[src/rtl/lcd_fb_packer_if.sv]
// Pixel write stream from the PPU MMIO wrapper into the framebuffer packer.
interface lcd_fb_packer_if;
  logic [1:0]  pix_in;
  logic [15:0] pix_a;
  logic        pix_wr;
  logic        vblank;

  modport master (output pix_in, output pix_a, output pix_wr, output vblank);
  modport slave  (input  pix_in, input  pix_a, input  pix_wr, input  vblank);
endinterface

[src/rtl/lcd_fb_packer.sv]
// Packs 2-bit PPU pixels four to a byte and writes them into the back bank of
// a double-banked framebuffer; swaps banks on scan-out vsync once a full
// frame has been flushed.
module lcd_fb_packer #(
  parameter int unsigned H_RES = 160,
  parameter int unsigned V_RES = 144,
  parameter int unsigned FB_AW = 13
) (
  input  logic                clk,
  input  logic                rst,
  lcd_fb_packer_if.slave      px,
  input  logic                disp_vsync,
  output logic [FB_AW:0]      fb_a,
  output logic [7:0]          fb_din,
  output logic [3:0]          fb_mask,
  output logic                fb_we,
  output logic                front_bank,
  output logic                frame_ready,
  output logic [7:0]          drop_px,
  output logic [7:0]          drop_frames
);

  localparam int unsigned NPIX = H_RES * V_RES;

  typedef struct packed {
    logic [FB_AW-1:0] word;
    logic [7:0]       data;
    logic [3:0]       mask;
  } wr_t;

  wr_t  acc, nxt_acc;
  logic acc_valid, nxt_valid;
  wr_t  pend;
  logic pend_valid;
  logic closing;

  logic             in_range, out_of_range;
  logic [FB_AW-1:0] pix_word;
  logic [1:0]       pix_lane;

  wr_t  wp, wv, issue, second;
  logic wp_v, wv_v, issue_v, second_v;
  logic close_now, close_start, close_done, swap;

  assign in_range     = px.pix_wr && ({16'd0, px.pix_a} < NPIX);
  assign out_of_range = px.pix_wr && !({16'd0, px.pix_a} < NPIX);
  assign pix_word     = px.pix_a[FB_AW+1:2];
  assign pix_lane     = px.pix_a[1:0];

  // Merge the incoming pixel, then apply vblank; collect up to two new writes
  // and order them behind any write already waiting in the pending slot.
  always_comb begin
    nxt_acc   = acc;
    nxt_valid = acc_valid;
    wp_v      = 1'b0;
    wp        = '0;
    wv_v      = 1'b0;
    wv        = '0;
    issue_v   = 1'b0;
    issue     = '0;
    second_v  = 1'b0;
    second    = '0;

    if (in_range) begin
      if (acc_valid && (acc.word != pix_word)) begin
        wp_v      = 1'b1;
        wp        = acc;
        nxt_valid = 1'b0;
      end
      if (!nxt_valid) begin
        nxt_acc      = '0;
        nxt_acc.word = pix_word;
      end
      nxt_acc.data[{pix_lane, 1'b0} +: 2] = px.pix_in;
      nxt_acc.mask[pix_lane]              = 1'b1;
      nxt_valid                           = 1'b1;
      // A freshly started word holds one lane, so it never completes here
      // at the same time as a word-change write.
      if (&nxt_acc.mask) begin
        wp_v      = 1'b1;
        wp        = nxt_acc;
        nxt_acc   = '0;
        nxt_valid = 1'b0;
      end
    end

    if (px.vblank && nxt_valid) begin
      wv_v      = 1'b1;
      wv        = nxt_acc;
      nxt_acc   = '0;
      nxt_valid = 1'b0;
    end

    if (pend_valid) begin
      issue_v  = 1'b1;
      issue    = pend;
      second_v = wp_v || wv_v;
      second   = wp_v ? wp : wv;
    end else if (wp_v) begin
      issue_v  = 1'b1;
      issue    = wp;
      second_v = wv_v;
      second   = wv;
    end else if (wv_v) begin
      issue_v  = 1'b1;
      issue    = wv;
    end
  end

  // A vblank with nothing left to write closes the frame at once; otherwise
  // the close waits until the pending slot has drained.
  assign close_now   = px.vblank && !frame_ready && !wp_v && !wv_v && !pend_valid;
  assign close_start = px.vblank && !close_now;
  assign close_done  = closing && !pend_valid;
  assign swap        = disp_vsync && frame_ready;

  // Accumulator, pending slot and registered framebuffer write port.
  always_ff @(posedge clk or negedge rst) begin
    if (!rst) begin
      acc        <= '0;
      acc_valid  <= 1'b0;
      pend       <= '0;
      pend_valid <= 1'b0;
      fb_we      <= 1'b0;
      fb_a       <= '0;
      fb_din     <= '0;
      fb_mask    <= '0;
    end else begin
      acc        <= nxt_acc;
      acc_valid  <= nxt_valid;
      pend       <= second;
      pend_valid <= second_v;
      fb_we      <= issue_v;
      if (issue_v) begin
        fb_a    <= {~front_bank, issue.word};
        fb_din  <= issue.data;
        fb_mask <= issue.mask;
      end
    end
  end

  // Frame close, bank swap on scan-out vsync, and overwrite detection.
  always_ff @(posedge clk or negedge rst) begin
    if (!rst) begin
      closing     <= 1'b0;
      frame_ready <= 1'b0;
      front_bank  <= 1'b0;
      drop_frames <= '0;
    end else begin
      if (close_start)     closing <= 1'b1;
      else if (close_done) closing <= 1'b0;

      if (swap) begin
        front_bank  <= ~front_bank;
        frame_ready <= 1'b0;
      end else if (px.vblank && frame_ready) begin
        frame_ready <= 1'b0;
        if (drop_frames != 8'hFF) drop_frames <= drop_frames + 8'd1;
      end

      if (close_now || close_done) frame_ready <= 1'b1;
    end
  end

  // Saturating count of pixel writes outside the visible frame.
  always_ff @(posedge clk or negedge rst) begin
    if (!rst) begin
      drop_px <= '0;
    end else if (out_of_range && (drop_px != 8'hFF)) begin
      drop_px <= drop_px + 8'd1;
    end
  end

endmodule

[src/flat_wrapper.sv]
// flat-port wrapper written by rule: the top's interface ports become plain ports
module lcd_fb_packer_flat 
#(
  parameter int unsigned H_RES = 160,
  parameter int unsigned V_RES = 144,
  parameter int unsigned FB_AW = 13
)
  (clk, rst, disp_vsync, fb_a, fb_din, fb_mask, fb_we, front_bank, frame_ready, drop_px, drop_frames, px_pix_in, px_pix_a, px_pix_wr, px_vblank);
  lcd_fb_packer_if px_i ();
  input  logic clk;
  input  logic rst;
  input  logic disp_vsync;
  output logic [FB_AW:0] fb_a;
  output logic [7:0] fb_din;
  output logic [3:0] fb_mask;
  output logic fb_we;
  output logic front_bank;
  output logic frame_ready;
  output logic [7:0] drop_px;
  output logic [7:0] drop_frames;
  input wire logic [$bits(px_i.pix_in)-1:0] px_pix_in;
  input wire logic [$bits(px_i.pix_a)-1:0] px_pix_a;
  input wire logic [$bits(px_i.pix_wr)-1:0] px_pix_wr;
  input wire logic [$bits(px_i.vblank)-1:0] px_vblank;
  assign px_i.pix_in = px_pix_in;
  assign px_i.pix_a = px_pix_a;
  assign px_i.pix_wr = px_pix_wr;
  assign px_i.vblank = px_vblank;
  lcd_fb_packer #(.H_RES(H_RES), .V_RES(V_RES), .FB_AW(FB_AW)) u_core (.clk(clk), .rst(rst), .px(px_i), .disp_vsync(disp_vsync), .fb_a(fb_a), .fb_din(fb_din), .fb_mask(fb_mask), .fb_we(fb_we), .front_bank(front_bank), .frame_ready(frame_ready), .drop_px(drop_px), .drop_frames(drop_frames));
endmodule
[config.mk]
export PLATFORM = sky130hd
export DESIGN_NAME = lcd_fb_packer_flat
export DESIGN_NICKNAME = d
export VERILOG_FILES = /design/src/rtl/lcd_fb_packer_if.sv /design/src/rtl/lcd_fb_packer.sv /design/src/flat_wrapper.sv
export SDC_FILE = /design/constraint.sdc
export NUM_CORES = 1
export LEC_CHECK = 0
export ABC_AREA = 1
export ABC_CLOCK_PERIOD_IN_PS = 4000
export BUFFER_PORTS_ARGS = -buffer_cell sky130_fd_sc_hd__buf_4
export CORE_ASPECT_RATIO = 1.1
export CORE_MARGIN = 2
export CORE_UTILIZATION = 45
export CTS_CLUSTER_DIAMETER = 150
export DETAILED_ROUTE_END_ITERATION = 10
export SETUP_SLACK_MARGIN = 0.1
export SLEW_MARGIN = 20
export SYNTH_ARGS = -nofsm -noshare
export SYNTH_HDL_FRONTEND = slang
export SYNTH_SLANG_ARGS = --single-unit
[constraint.sdc]
create_clock -name clk -period 4 [get_ports clk]
set_input_delay 0.4 -clock clk [delete_from_list [all_inputs] [get_ports clk]]
set_output_delay 0.4 -clock clk [all_outputs]
set_load 0.02 [all_outputs]
==> Yosys cells after proc, flatten, opt, wreduce, memory -nomap -nowiden <==
Cells that the tools add are included.
{ "totals": {"wordCells": 94, "reg_bits": 98} }
{ "classes": {"bitwise": 3, "shifts": 2, "magnitude_cmp": 3, "muxes": 37, "reduce_logical": 26, "addsub": 3, "eq_ne": 3} }
{ "ops": {"columns": ["cell", "count"], "rows": [
  ["$mux W25", 15],
  ["$mux W1", 20],
  ["$add A8 B1 Y8 const B", 2],
  ["$lt A16 B15 Y1 const B", 1],
  ["$ne A8 B8 Y1 const B", 2],
  ["$logic_and A1 B1 Y1", 14],
  ["$ne A13 B13 Y1", 1],
  ["$bwmux W8", 1],
  ["$shift A2 B5 Y8 const A", 1],
  ["$shiftx A2 B5 Y8", 1],
  ["$logic_not A1 Y1", 6],
  ["$neg A3 Y5", 1],
  ["$or A4 B4 Y4", 1],
  ["$reduce_and A4 Y1", 1],
  ["$lt A2 B3 Y1 const B", 1],
  ["$reduce_and A3 Y1", 1],
  ["$reduce_bool A3 Y1", 1],
  ["$demux W1 S2", 1],
  ["$ge A2 B1 Y1 const B", 1],
  ["$logic_or A1 B1 Y1", 2],
  ["$not A1 Y1", 2],
  ["$reduce_bool A2 Y1", 1]
]} }

==> Depth between registers and ports, before layout <==
Gate-level depths: netlist (run 1).
{ "logic_depth": {"ltp_word": 18, "ltp_mapped": 17, "mapped_depth_nobuf": 17} }

==> Least setup slack after synthesis (run 1) <==
Ideal clock, no wire load.
{ "synth_timing": {"path_kind": "input to register", "start": "in px_pix_a[9]", "end": "reg u_core.closing", "n_path_buf": 1, "arrival_time_ns": 1.826, "slack_ns": 2.058, "required_ns": 3.883, "stages": 13, "cell_sequence": "xnor2_1 nand3_1 nor2_1 nand4_1 nand2_1 nand2_2 nor2_8 nand2_4 nand3_4 buf_6 nand4_1 nand2_1 nand2_1"} }
{ "synth_between": {"elab_chain_cells": 18, "word_cells_on_any_way": 26, "cone_classes": "1 x order compare; 1 x eq/ne; 11 x mux; 1 x bitwise; 12 x reduce/logical"} }
{ "synth_rtl": {"columns": ["element", "line_no", "rtl"], "rows": [
  ["from (decl)", "flat_wrapper.sv:22", "input wire logic [$bits(px_i.pix_a)-1:0] px_pix_a;"],
  ["$ne A13 B13 Y1", "lcd_fb_packer.sv:65", "if (acc_valid && (acc.word != pix_word)) begin"],
  ["$logic_and A1 B1 Y1", "lcd_fb_packer.sv:65", null],
  ["$mux W1", "lcd_fb_packer.sv:65", null],
  ["$mux W1", "lcd_fb_packer.sv:64", "if (in_range) begin"],
  ["$mux W25", "lcd_fb_packer.sv:70", "if (!nxt_valid) begin"],
  ["$mux W25", "lcd_fb_packer.sv:64", null],
  ["$or A4 B4 Y4 (no line)", null, null],
  ["$reduce_and A4 Y1", "lcd_fb_packer.sv:79", "if (&nxt_acc.mask) begin"],
  ["$mux W1", "lcd_fb_packer.sv:79", null],
  ["$mux W1", "lcd_fb_packer.sv:64", null],
  ["$logic_and A1 B1 Y1", "lcd_fb_packer.sv:87", "if (px.vblank && nxt_valid) begin"],
  ["$mux W1", "lcd_fb_packer.sv:87", null],
  ["$logic_not A1 Y1", "lcd_fb_packer.sv:112", "assign close_now = px.vblank && !frame_ready && !wp_v && !wv_v && !pend_valid;"],
  ["$logic_and A1 B1 Y1 * (2 in a row)", "lcd_fb_packer.sv:112", null],
  ["$logic_not A1 Y1 *", "lcd_fb_packer.sv:113", "assign close_start = px.vblank && !close_now;"],
  ["$logic_and A1 B1 Y1 *", "lcd_fb_packer.sv:113", null],
  ["$mux W1 or $reduce_bool A2 Y1 (tied branches)", null, null],
  ["to (signal assigned)", "lcd_fb_packer.sv:145", "closing <= 1'b0;"],
  ["to (signal assigned)", "lcd_fb_packer.sv:150", "if (close_start) closing <= 1'b1;"],
  ["to (signal assigned)", "lcd_fb_packer.sv:151", "else if (close_done) closing <= 1'b0;"],
  ["to (decl)", "lcd_fb_packer.sv:35", "logic closing;"]
]} }
Mark *: on every way between the ends. The rest lies on a longest branch, timed or not. The select of a mux whose other input is x is not followed.
A chain may end at the register's enable or synchronous reset.

==> Worst setup path in the final report (run 1) <==
{ "layout_timing": {"start": "reg u_core.acc[19] in the netlist's numbering", "end": "reg u_core.fb_a[13]"} }
{ "layout_between": {"elab_chain_cells": 15, "word_cells_on_any_way": 18, "cone_classes": "1 x eq/ne; 13 x mux; 1 x bitwise; 3 x reduce/logical"} }
{ "layout_rtl": {"columns": ["element", "line_no", "rtl"], "rows": [
  ["from (decl)", "lcd_fb_packer.sv:31", "wr_t acc, nxt_acc;"],
  ["from (signal assigned)", "lcd_fb_packer.sv:129", "acc <= nxt_acc;"],
  ["$ne A13 B13 Y1 *", "lcd_fb_packer.sv:65", null],
  ["$logic_and A1 B1 Y1 *", "lcd_fb_packer.sv:65", null],
  ["$mux W1", "lcd_fb_packer.sv:65", null],
  ["$mux W1", "lcd_fb_packer.sv:64", null],
  ["$mux W25", "lcd_fb_packer.sv:70", null],
  ["$mux W25", "lcd_fb_packer.sv:64", null],
  ["$or A4 B4 Y4 (no line)", null, null],
  ["$reduce_and A4 Y1", "lcd_fb_packer.sv:79", null],
  ["$mux W1", "lcd_fb_packer.sv:79", null],
  ["$mux W1", "lcd_fb_packer.sv:64", null],
  ["$logic_and A1 B1 Y1", "lcd_fb_packer.sv:87", null],
  ["$mux W1", "lcd_fb_packer.sv:87", null],
  ["$mux W1", "lcd_fb_packer.sv:104", "end else if (wv_v) begin"],
  ["$mux W1 *", "lcd_fb_packer.sv:99", "end else if (wp_v) begin"],
  ["$mux W1 *", "lcd_fb_packer.sv:94", "if (pend_valid) begin"],
  ["via u_core.issue_v", "lcd_fb_packer.sv:42", "logic wp_v, wv_v, issue_v, second_v;"],
  ["to (signal assigned)", "lcd_fb_packer.sv:135", "fb_a <= {~front_bank, issue.word};"],
  ["to (decl)", "lcd_fb_packer.sv:13", "output logic [FB_AW:0] fb_a,"]
]} }
Mark *: on every way through the listed nets, which the timed path passes. The rest lies on a longest branch. The select of a mux whose other input is x is not followed.

==> results of run 1 <==
-- placed cells by master, fill, tap and decap left out, types with 6 or more instances in the layout --
cell type	netlist	final
a21boi_0	6	6
a21boi_1	6	6
buf_4	0	77
clkbuf_16	0	9
dfrtp_1	98	98
ha_1	10	10
inv_1	121	121
inv_2	7	7
nand2_1	346	346
nand3_1	61	61
nand4_1	36	36
nor2_1	28	28
o21a_1	10	10
o21ai_0	11	11
o21ai_1	14	14
o21ai_2	9	9
xnor2_1	9	9
xor2_1	6	6
-- registers in the layout, indices dropped and copies added (netlist names) --
register / cells
u_core.acc: 25
u_core.drop_px: 8
u_core.acc_valid: 1
u_core.fb_mask: 4
u_core.closing: 1
u_core.pend: 25
u_core.front_bank: 1
u_core.fb_we: 1
u_core.pend_valid: 1
u_core.frame_ready: 1
u_core.fb_din: 8
u_core.fb_a: 14
u_core.drop_frames: 8
-- logic make-up (layout without fill, tap and decap cells) --
| kind of cell | Yosys count | count (layout) | share of synthesized area |
|---|---|---|---|
| buffers and inverters | 169 | 222 | 0.118 |
| AOI/OAI and AO/OA | 73 | 73 | 0.0828 |
| and+or+nand+nor | 483 | 483 | 0.348 |
| adders and majority gates | 10 | 10 | 0.0209 |
| DFF | 98 | 98 | 0.409 |
| xor gates and xnor gates | 15 | 15 | 0.0219 |
-- how the worst max path moves through the flow --
stage                                       end  cells past startpoint                startpoint  slack (ps)
floorplan            u_core.closing$_DFFE_PN0P_                     13               px_pix_a[9]        2060
global placement    u_core.fb_a[12]$_DFFE_PN0P_                     12              px_pix_a[12]        1050
detailed placement  u_core.fb_a[13]$_DFFE_PN0P_                     17              px_pix_a[12]         970
CTS                 u_core.fb_a[13]$_DFFE_PN0P_                     14  u_core.acc[19]$_DFF_PN0_        1040
global route        u_core.fb_a[13]$_DFFE_PN0P_                     14  u_core.acc[19]$_DFF_PN0_         780
finish              u_core.fb_a[13]$_DFFE_PN0P_                     14  u_core.acc[19]$_DFF_PN0_        1000
-- through the flow --
step / instances / utilization / setup slack [ps] / area [µm²] / hold slack [ps]
6_report: 1062 / 0.522 / 999 / 6840 / 184
5_1_grt: 1062 / 0.522 / 780 / 6840 / 249
4_1_cts: 1062 / 0.522 / 1040 / 6840 / 225
3_5_place_dp: 1046 / 0.501 / 974 / 6560 / 485
3_3_place_gp: 1046 / 0.501 / 1050 / 6560 / 465
2_1_floorplan: 848 / - / 2060 / 6000 / 104
-- routing by layer --
layer  share of wire  wire length, µm
met1            0.45             7050
met2            0.49             7650
met3           0.038              585
met4           0.021              320
met5               0                0
-- worst max-delay path, stage by stage, from the launching register on --
cell and delay [ps]:
dfrtp_1 450, xnor2_1 160, nand3_1 80, nor2_1 390, nand4_1 190, nand2_1 120, nand2_2 100, nor2_8 310
nand2_4 160, nand3_4 480, nand2_1 110, inv_1 120, nand2_1 80, nand2_1 90, nand2_1 40
-- report_power, final --
part | internal (µW) | switching (µW) | total, µW
clock | 444 | 402 | 847
sequential | 1120 | 124 | 1250
combinational | 296 | 436 | 733
total | 1860 | 962 | 2820
-- area by class of cell --
class                           instances  area, µm²
Tap cell                              161        201
Sequential cell                        98       2450
Timing Repair Buffer                   77        578
Multi-Input combinational cell        581       2840
Fill cell                            1293       6260
Clock inverter                          5       36.3
Inverter                              129        487
Clock buffer                           11        243
==> reports/results.ini, run 1 <==
[outcome]
status = finished clean

[detailed_routing]
vias = 5424
viasPerCell = 5.11
post-route-drc-count = 0
avgRoutedWirePerCell_um = 14.7
antenna_left = 0
drt-initial-drc-count = 277
drt_first_pass_iters = 4
wirelength_um = 15600

[sta]
maxSlewHeadroom = 0.347
setup_viol_count_final = 0
tightest_slew_ps = 978
fin_skew_ps = 10.2
fin_tns_setup_ps = 0
drv_slew = 0
hold_viol = 0
max_freq_mhz = 333
period_share = 0.750
rsz0062_at_grt = false
finalCriticalPeriod_ps = 3000

[clock_tree]
postCtsSetupRepairBufs = 0
clk_path_buf_depth = 2
cts_resized = 0
holdBufCountCts = 0
ctsHtreeMaxLevel = 3
clkTransAtPathRegs_ps = 70
cts_sinks = 98
clkLatencyLatePin_ps = 350
cts_root_buf = clkbuf_16
cts_tree = built
numCtsBuffers = 9

[setup_path]
rr_startpoint = u_core.acc[19]$_DFF_PN0_
required_ps = 4240
worst-endpoint-arrival_ps = 3240
crit_path_start_kind = flip-flop
cp_max_fo = 49
timing.rr.end = u_core.fb_a[13]$_DFFE_PN0P_
reg2regPathDepth = 14
worst-r2r-setup-slack_ps = 1000
worst-setup-path-type = reg2reg
end_kind = flip-flop

[grt]
overflow = 0
use_met3 = 0.0315
grt_max_degree = 75
grt_busiest_layer = met2
grt_pass1_wl_um = 26000
met2_usage = 0.379
grt_util_all_layers = 0.227
grt_use_met1 = 0.297
antenna_found_initial = 0
grt_pass1_vias = 5314

[yosys]
async_reset_ff_frac = 1.00
ys_seq_area_frac = 0.409
synth_cell_types = 37
synth_top_area_cell = dfrtp_1
synth_enable_flop_cells = 0
yosys-top-cells-count = nand2_1 (346), inv_1 (121), dfrtp_1 (98)
netlist_area_mm2 = 0.00600
ys_seq_elements = 98
synth.area.top_cells = dfrtp_1 (41%), nand2_1 (22%), inv_1 (7.6%)
synth_most_common_cell = nand2_1
synth_warnings = 0
syn_inst = 848
synth_top_area_share = 0.409
ys.flop_type = dfrtp_1
syn_nets = 881
syn_area_per_cell_um2 = 7.08

[pwr]
powerDensity_mw_per_mm2 = 413
peakVddDrop_uv = 313
total_power_uw = 2820
p_leak_uw = 0.00402

[placement]
gp_congestion = 0.877
dp_hpwl_um = 10500
portBuffers = 67

[die]
core_area_mm2 = 0.0131
start_util = 0.458
boundaryPins = 68
die_x_um = 114
fp.dieH_um = 125
num_rows = 44
die_area_mm2 = 0.0143

[flow_run]
drv_cap = 0

[layout]
layout-drive-gt1-share = 0.138
nNetsFinal = 929
areaGrowthSynthToFinish_pct = 14.0
n_antenna_cell = 0

[min_path]
hold_path.class = in2async

(Power assumes the default switching activity.)
==> run 2, diff against run 1 <==
--- a/config.mk
+++ b/config.mk
@@ -5,14 +5,15 @@
 export SDC_FILE = /design/constraint.sdc
 export NUM_CORES = 1
 export LEC_CHECK = 0
-export ABC_AREA = 1
-export ABC_CLOCK_PERIOD_IN_PS = 4000
+export ABC_AREA = 0
+export ABC_CLOCK_PERIOD_IN_PS = 2560
 export BUFFER_PORTS_ARGS = -buffer_cell sky130_fd_sc_hd__buf_4
 export CORE_ASPECT_RATIO = 1.1
 export CORE_MARGIN = 2
 export CORE_UTILIZATION = 45
 export CTS_CLUSTER_DIAMETER = 150
 export DETAILED_ROUTE_END_ITERATION = 10
+export PLACE_DENSITY = 0.67
 export SETUP_SLACK_MARGIN = 0.1
 export SLEW_MARGIN = 20
 export SYNTH_ARGS = -nofsm -noshare
==> constraint.sdc (replaced) <==
create_clock -name clk -period 2.56 [get_ports clk]
set_input_delay 0.256 -clock clk [delete_from_list [all_inputs] [get_ports clk]]
set_output_delay 0.256 -clock clk [all_outputs]
set_load 0.02 [all_outputs]
==> reports/results.ini, run 2 <==
[yosys]
synth_cell_types = 58  ; +57%
async_reset_ff_frac = 1.00  ; unchanged
synth_top_area_cell = dfrtp_1
synth_compound_area_frac = 0.263  ; +0.180
syn_area_per_cell_um2 = 10.1  ; +43%
yosys-top-cells-count = dfrtp_1 (98), nand2_1 (71), nor2_1 (55)
ys.flop_type = dfrtp_1
syn_inst = 512  ; -40%
synth_top_family_by_area = compound AO/OA/AOI/OAI gates
ys_seq_elements = 98  ; unchanged
synth_warnings = 0  ; unchanged
synth_most_common_cell = dfrtp_1
yosys.area_share.adder = 0.0241  ; +0.00330
synth_enable_flop_cells = 0  ; unchanged
synth.area.top_cells = dfrtp_1 (47%), nand2_1 (5.1%), nor2_1 (4.0%)
ys_seq_area_frac = 0.473  ; +0.0646
syn_nets = 545  ; -38%
muxShareOfSynthArea = 0.00217  ; +0.00217
synth_xor_xnor_area_share = 0.0490  ; +0.0271
netlist_area_mm2 = 0.00518  ; -14%
synth_top_area_share = 0.473  ; +0.0646
yosys.area_share.simple = 0.148  ; -0.200

[sta]
rsz0062_at_grt = true
max_freq_mhz = 409  ; +23%
maxSlewHeadroom = 0.501  ; +0.154
setup_viol_count_final = 0  ; unchanged
period_share = 0.956  ; +0.205
tightest_slew_ps = 749  ; -229 ps
finalCriticalPeriod_ps = 2450  ; -554 ps
hold_viol = 0  ; unchanged
fin_skew_ps = 6.82  ; -3.40 ps
drv_slew = 0  ; unchanged
fin_tns_setup_ps = 0  ; unchanged

[setup_path]
crit_path_start_kind = flip-flop
worst-setup-path-type = reg2reg
cpMostUsedCell = buf_4
cp_max_fo = 9  ; -82%
worst-endpoint-arrival_ps = 2700  ; -540 ps
required_ps = 2810  ; -1430 ps
worst-r2r-setup-slack_ps = 110  ; -890 ps
critPathBufInv = 4  ; +3
crit_family = compound AO/OA/AOI/OAI gates
critical-path-max-stage-delay_ps = 410  ; -70 ps
slowest_stage = dfrtp_1
end_kind = flip-flop
crit_chain = xor2_2, buf_4, nor4_1, nand4_1, buf_4, a21o_4, o21ai_4, buf_4, clkbuf_16, a221oi_1, a21oi_1

[detailed_routing]
drt_first_pass_iters = 4  ; unchanged
avgRoutedWirePerCell_um = 17.6  ; +20%
post-route-drc-count = 0  ; unchanged
viasPerCell = 5.71  ; +12%
drt-initial-drc-count = 224  ; -19%
vias = 4349  ; -20%
wirelength_um = 13400  ; -14%
antenna_left = 0  ; unchanged

[flow_run]
drv_cap = 0  ; unchanged

[clock_tree]
cts_tree = built
clkLatencyLatePin_ps = 340  ; about the same
clkTransAtPathRegs_ps = 70  ; about the same
numCtsBuffers = 9  ; unchanged
clk_path_buf_depth = 2  ; unchanged
cts_root_buf = clkbuf_16
cts_sinks = 98  ; unchanged
ctsHtreeMaxLevel = 3  ; unchanged

[grt]
grt_pass1_vias = 4321  ; -19%
grt_pass1_wl_um = 21700  ; -17%
overflow = 0  ; unchanged
grt_max_degree = 68  ; -9.3%
grt_util_all_layers = 0.219  ; -0.00872
antenna_found_initial = 0  ; unchanged

[layout]
areaGrowthSynthToFinish_pct = 28.1
layout-drive-gt1-share = 0.302  ; +0.165
final_util = 0.586  ; +0.0636
final_cell_mix = buf_4 (104), dfrtp_1 (96), nand2_1 (71)
biggestRegsByFlops = u_core.acc x25, u_core.pend x25, u_core.fb_a x14
nNetsFinal = 640  ; -31%
n_antenna_cell = 0  ; unchanged
layout_commonest_cell = buf_4

[die]
die_area_mm2 = 0.0124  ; -13%
fp.dieH_um = 117  ; -6.9%
boundaryPins = 68  ; unchanged
die_x_um = 106  ; -6.8%
core_area_mm2 = 0.0113  ; -13%
start_util = 0.457  ; -0.000970
num_rows = 41  ; -6.8%

[outcome]
status = finished clean

[placement]
gp_congestion = 0.789  ; -10%
portBuffers = 67  ; unchanged
dp_hpwl_um = 8780  ; -17%

[pwr]
p_leak_uw = 0.00306  ; -24%
powerDensity_mw_per_mm2 = 706  ; +71%
peakVddDrop_uv = 365  ; +16%

[min_path]
hold_path.class = in2reg

run 2: changes by cell type in the layout (fill, tap and decap cells not counted), moves of 17 or more:
cell	delta
nand4_1	-30
nor2_1	+25
nand2_1	-275
a221oi_1	+17
a21oi_1	+31
inv_1	-112
buf_4	+27
nand3_1	-53
run 2: per-layer routing:
layer	vias up	GRT usage	wire [µm]
met1	2149	0.290	5980
li1	2081	-	-
met2	108	0.366	6700
met4	0	0.0763	162
met3	11	0.0368	545
met5	-	0	0
run 2: worst paths after layout:
path                       cells after the start                     start                        endpoint
max in group asynchronous                      3                       rst    u_core.fb_din[0]$_DFFE_PN0P_
min in group asynchronous                      2                       rst      u_core.fb_a[5]$_DFFE_PN0P_
min reg2reg                                    2  u_core.pend[7]$_DFF_PN0_    u_core.fb_din[3]$_DFFE_PN0P_
max                                           11  u_core.acc[14]$_DFF_PN0_       u_core.pend[20]$_DFF_PN0_
max reg2reg                                   11  u_core.acc[14]$_DFF_PN0_       u_core.pend[20]$_DFF_PN0_
min                                            2                disp_vsync  u_core.frame_ready$_DFFE_PN0P_
run 2: power by group:
group / internal [µW] / switching [µW] / leakage [µW]
clock: 766 / 565 / 0.000148
sequential: 1790 / 224 / 0.00127
combinational: 607 / 735 / 0.00164
run 2: kinds of logic (layout without fill, tap and decap cells):
logic type      Yosys count  in the layout
mux                       1              1
simple gates            170            170
xor+xnor                 29             29
buf+inv                  41            141
compound gates          163            163
flops                    98             98
fa+ha+maj                10             10
run 2: area by class of cell:
type                            instances  area, µm²
Multi-Input combinational cell        373       2640
Clock inverter                          3       21.3
Tap cell                              150        188
Sequential cell                        98       2450
Inverter                                9       33.8
Clock buffer                           13        280
Timing Repair Buffer                  116       1020
Fill cell                             950       4700
run 2: metrics by stage:
step / setup WS, ps / hold slack, ps / total power, µW / cells / area (µm²)
after floorplan: 267 / -39.6 / 2740 / 512 / 5180
after global placement: 89.1 / 284 / 3290 / 729 / 6010
after detailed placement: 30.1 / 292 / 3330 / 729 / 6010
after CTS: 91.3 / 125 / 4680 / 747 / 6370
after global routing: 10.8 / 135 / 4940 / 762 / 6640
final: 113 / 132 / 4690 / 762 / 6640
run 2: repair_timing:
action	4_1_cts	5_1_grt
gates resized for setup	7	14
pin swaps	2	13
setup endpoints to repair	17	78
hold endpoints to repair	42	0
buffers inserted	1	12
gates cloned	0	3
hold buffers	1	0
==> run 3, diff against run 2 <==
--- a/config.mk
+++ b/config.mk
@@ -6,14 +6,12 @@
 export NUM_CORES = 1
 export LEC_CHECK = 0
 export ABC_AREA = 0
-export ABC_CLOCK_PERIOD_IN_PS = 2560
 export BUFFER_PORTS_ARGS = -buffer_cell sky130_fd_sc_hd__buf_4
 export CORE_ASPECT_RATIO = 1.1
 export CORE_MARGIN = 2
 export CORE_UTILIZATION = 45
 export CTS_CLUSTER_DIAMETER = 150
 export DETAILED_ROUTE_END_ITERATION = 10
-export PLACE_DENSITY = 0.67
 export SETUP_SLACK_MARGIN = 0.1
 export SLEW_MARGIN = 20
 export SYNTH_ARGS = -nofsm -noshare
==> constraint.sdc (replaced) <==
create_clock -name clk -period 2.9 [get_ports clk]
set_input_delay 0.29 -clock clk [delete_from_list [all_inputs] [get_ports clk]]
set_output_delay 0.29 -clock clk [all_outputs]
set_load 0.02 [all_outputs]
==> reports/results.ini, run 3 (synthesis gave the netlist of run 2 again) <==
[layout]
final_cell_mix = dfrtp_1 (97), buf_4 (86), nand2_1 (71)
areaGrowthSynthToFinish_pct = 19.6
biggestRegsByFlops = u_core.acc x25, u_core.pend x25, u_core.fb_a x14
layout_commonest_cell = dfrtp_1
layout-drive-gt1-share = 0.247  ; -0.0557
final_util = 0.547  ; -0.0390
n_antenna_cell = 0  ; unchanged
nNetsFinal = 612  ; -4.4%

[setup_path]
rr_startpoint = u_core.acc[14]$_DFF_PN0_
critical-path-max-stage-delay_ps = 580  ; +170 ps
timing.rr.end = u_core.fb_a[12]$_DFFE_PN0P_
worst-endpoint-arrival_ps = 2820  ; +120 ps
crit_path_start_kind = flip-flop
required_ps = 3150  ; +340 ps
crit_chain = xor2_1, or4_4, nor4_4, o311ai_1, a21oi_4, buf_4, a221oi_2, o31ai_2
worst-setup-path-type = reg2reg
cp_max_fo = 14  ; +5
worst-r2r-setup-slack_ps = 330  ; +220 ps
end_kind = flip-flop
slowest_stage = or4_4
reg2regPathDepth = 8  ; -3

[clock_tree]
clkTransAtPathRegs_ps = 70  ; about the same
cts_sinks = 98  ; unchanged
clkLatencyLatePin_ps = 350  ; about the same
cts_tree = built
cts_root_buf = clkbuf_16
numCtsBuffers = 9  ; unchanged
holdBufCountCts = 0  ; -1
ctsHtreeMaxLevel = 3  ; unchanged
clk_path_buf_depth = 2  ; unchanged

[placement]
dp_hpwl_um = 8610  ; -1.9%
portBuffers = 67  ; unchanged
gp_congestion = 0.798  ; +1.2%
dp_slack_ps = 194  ; +164 ps

[flow_run]
drv_cap = 0  ; unchanged

[detailed_routing]
wirelength_um = 12900  ; -3.7%
vias = 4263  ; -2.0%
viasPerCell = 5.81  ; +1.8%
antenna_left = 0  ; unchanged
post-route-drc-count = 0  ; unchanged
avgRoutedWirePerCell_um = 17.6  ; about the same
drt_first_pass_iters = 5  ; +1
drt-initial-drc-count = 286  ; +28%

[grt]
antenna_found_initial = 0  ; unchanged
overflow = 0  ; unchanged
grt_max_degree = 76  ; +12%
grt_util_all_layers = 0.217  ; -0.00210
grt_pass1_vias = 4175  ; -3.4%
grt_pass1_wl_um = 21100  ; -2.4%

[die]
core_area_mm2 = 0.0113  ; unchanged
start_util = 0.457  ; unchanged
boundaryPins = 68  ; unchanged
die_area_mm2 = 0.0124  ; unchanged
fp.dieH_um = 117  ; unchanged
num_rows = 41  ; unchanged
die_x_um = 106  ; unchanged

[pwr]
powerDensity_mw_per_mm2 = 661  ; -6.4%
internal_power_uw = 2760  ; -13%
peakVddDrop_uv = 354  ; -3.0%
total_power_uw = 4100  ; -13%
pwr-share-clk = 0.297  ; +0.013
p_leak_uw = 0.00284  ; -7.2%
p_comb_frac = 0.268  ; -0.018
seqPwrFrac = 0.435  ; +0.005
swShare = 0.327  ; +0.00238
switchingPower_uw = 1340  ; -12%

[sta]
timing.final.ws_setup_ps = 334  ; +221 ps
rsz0062_at_grt = false
period_share = 0.885  ; -0.0710
tightest_slew_ps = 963  ; +214 ps
maxSlewHeadroom = 0.358  ; -0.143
hold_viol = 0  ; unchanged
fin_tns_setup_ps = 0  ; unchanged
finalCriticalPeriod_ps = 2570  ; +119 ps
max_freq_mhz = 390  ; -4.6%
drv_slew = 0  ; unchanged
setup_viol_count_final = 0  ; unchanged
fin_skew_ps = 6.98  ; +0.153 ps

[outcome]
status = finished clean

[min_path]
hold_path.class = in2async

## run 3: worst max path at each step
stage / from / endpoint / slack [ps]
after floorplan: u_core.acc[14]$_DFF_PN0_ / u_core.fb_a[10]$_DFFE_PN0P_ / 610
after global placement: px_pix_a[9] / u_core.acc[12]$_DFF_PN0_ / 170
after detailed placement: px_pix_a[9] / u_core.acc[14]$_DFF_PN0_ / 190
after CTS: u_core.acc[17]$_DFF_PN0_ / u_core.pend[9]$_DFF_PN0_ / 210
after global routing: u_core.acc[14]$_DFF_PN0_ / u_core.fb_a[12]$_DFFE_PN0P_ / 190
final: u_core.acc[14]$_DFF_PN0_ / u_core.fb_a[12]$_DFFE_PN0P_ / 330
## run 3: layout make-up
cell class	instances	area, µm²
Fill cell	1036	5140
Clock inverter	6	65.1
Inverter	9	33.8
Sequential cell	98	2450
Clock buffer	10	239
Tap cell	150	188
Multi-Input combinational cell	373	2530
Timing Repair Buffer	88	686
## run 3: stage by stage
stage | cell area [µm²] | std cells | hold slack [ps]
4_1_cts | 6180 | 732 | 138
5_1_grt | 6200 | 734 | 147
3_3_place_gp | 5870 | 716 | 435
2_1_floorplan | 5180 | 512 | -5.59
3_5_place_dp | 5870 | 716 | 439
6_report | 6200 | 734 | 81.4
## run 3: what timing repair did
action,CTS,global route
setup buffers,0,2
gates resized for setup,0,1
setup endpoints to repair,0,17
## run 3: critical path: cells and delay by family (launching register included)
kind | cells | cell delay [ps]
XOR/XNOR | 1 | 200
AO/OA/AOI/OAI | 4 | 670
buffers and inverters | 1 | 290
flip-flops | 1 | 430
AND/OR/NAND/NOR | 2 | 880
## run 3: routing by layer
metal | vias up | wire, µm | track usage
li1 | 2019 | - | -
met4 | 0 | 108 | 0.0623
met1 | 2112 | 5970 | 0.292
met3 | 10 | 537 | 0.0391
met5 | - | 0 | 0
met2 | 122 | 6280 | 0.361
## run 3: power by group through the flow
stage | Sequential [µW] | Clock (µW) | Combinational [µW]
2_1_floorplan | 1990 | 0 | 432
3_3_place_gp | 1800 | 0 | 1080
3_5_place_dp | 1810 | 0 | 1100
4_1_cts | 1780 | 1250 | 1110
5_1_grt | 1820 | 1310 | 1190
6_report | 1780 | 1220 | 1100
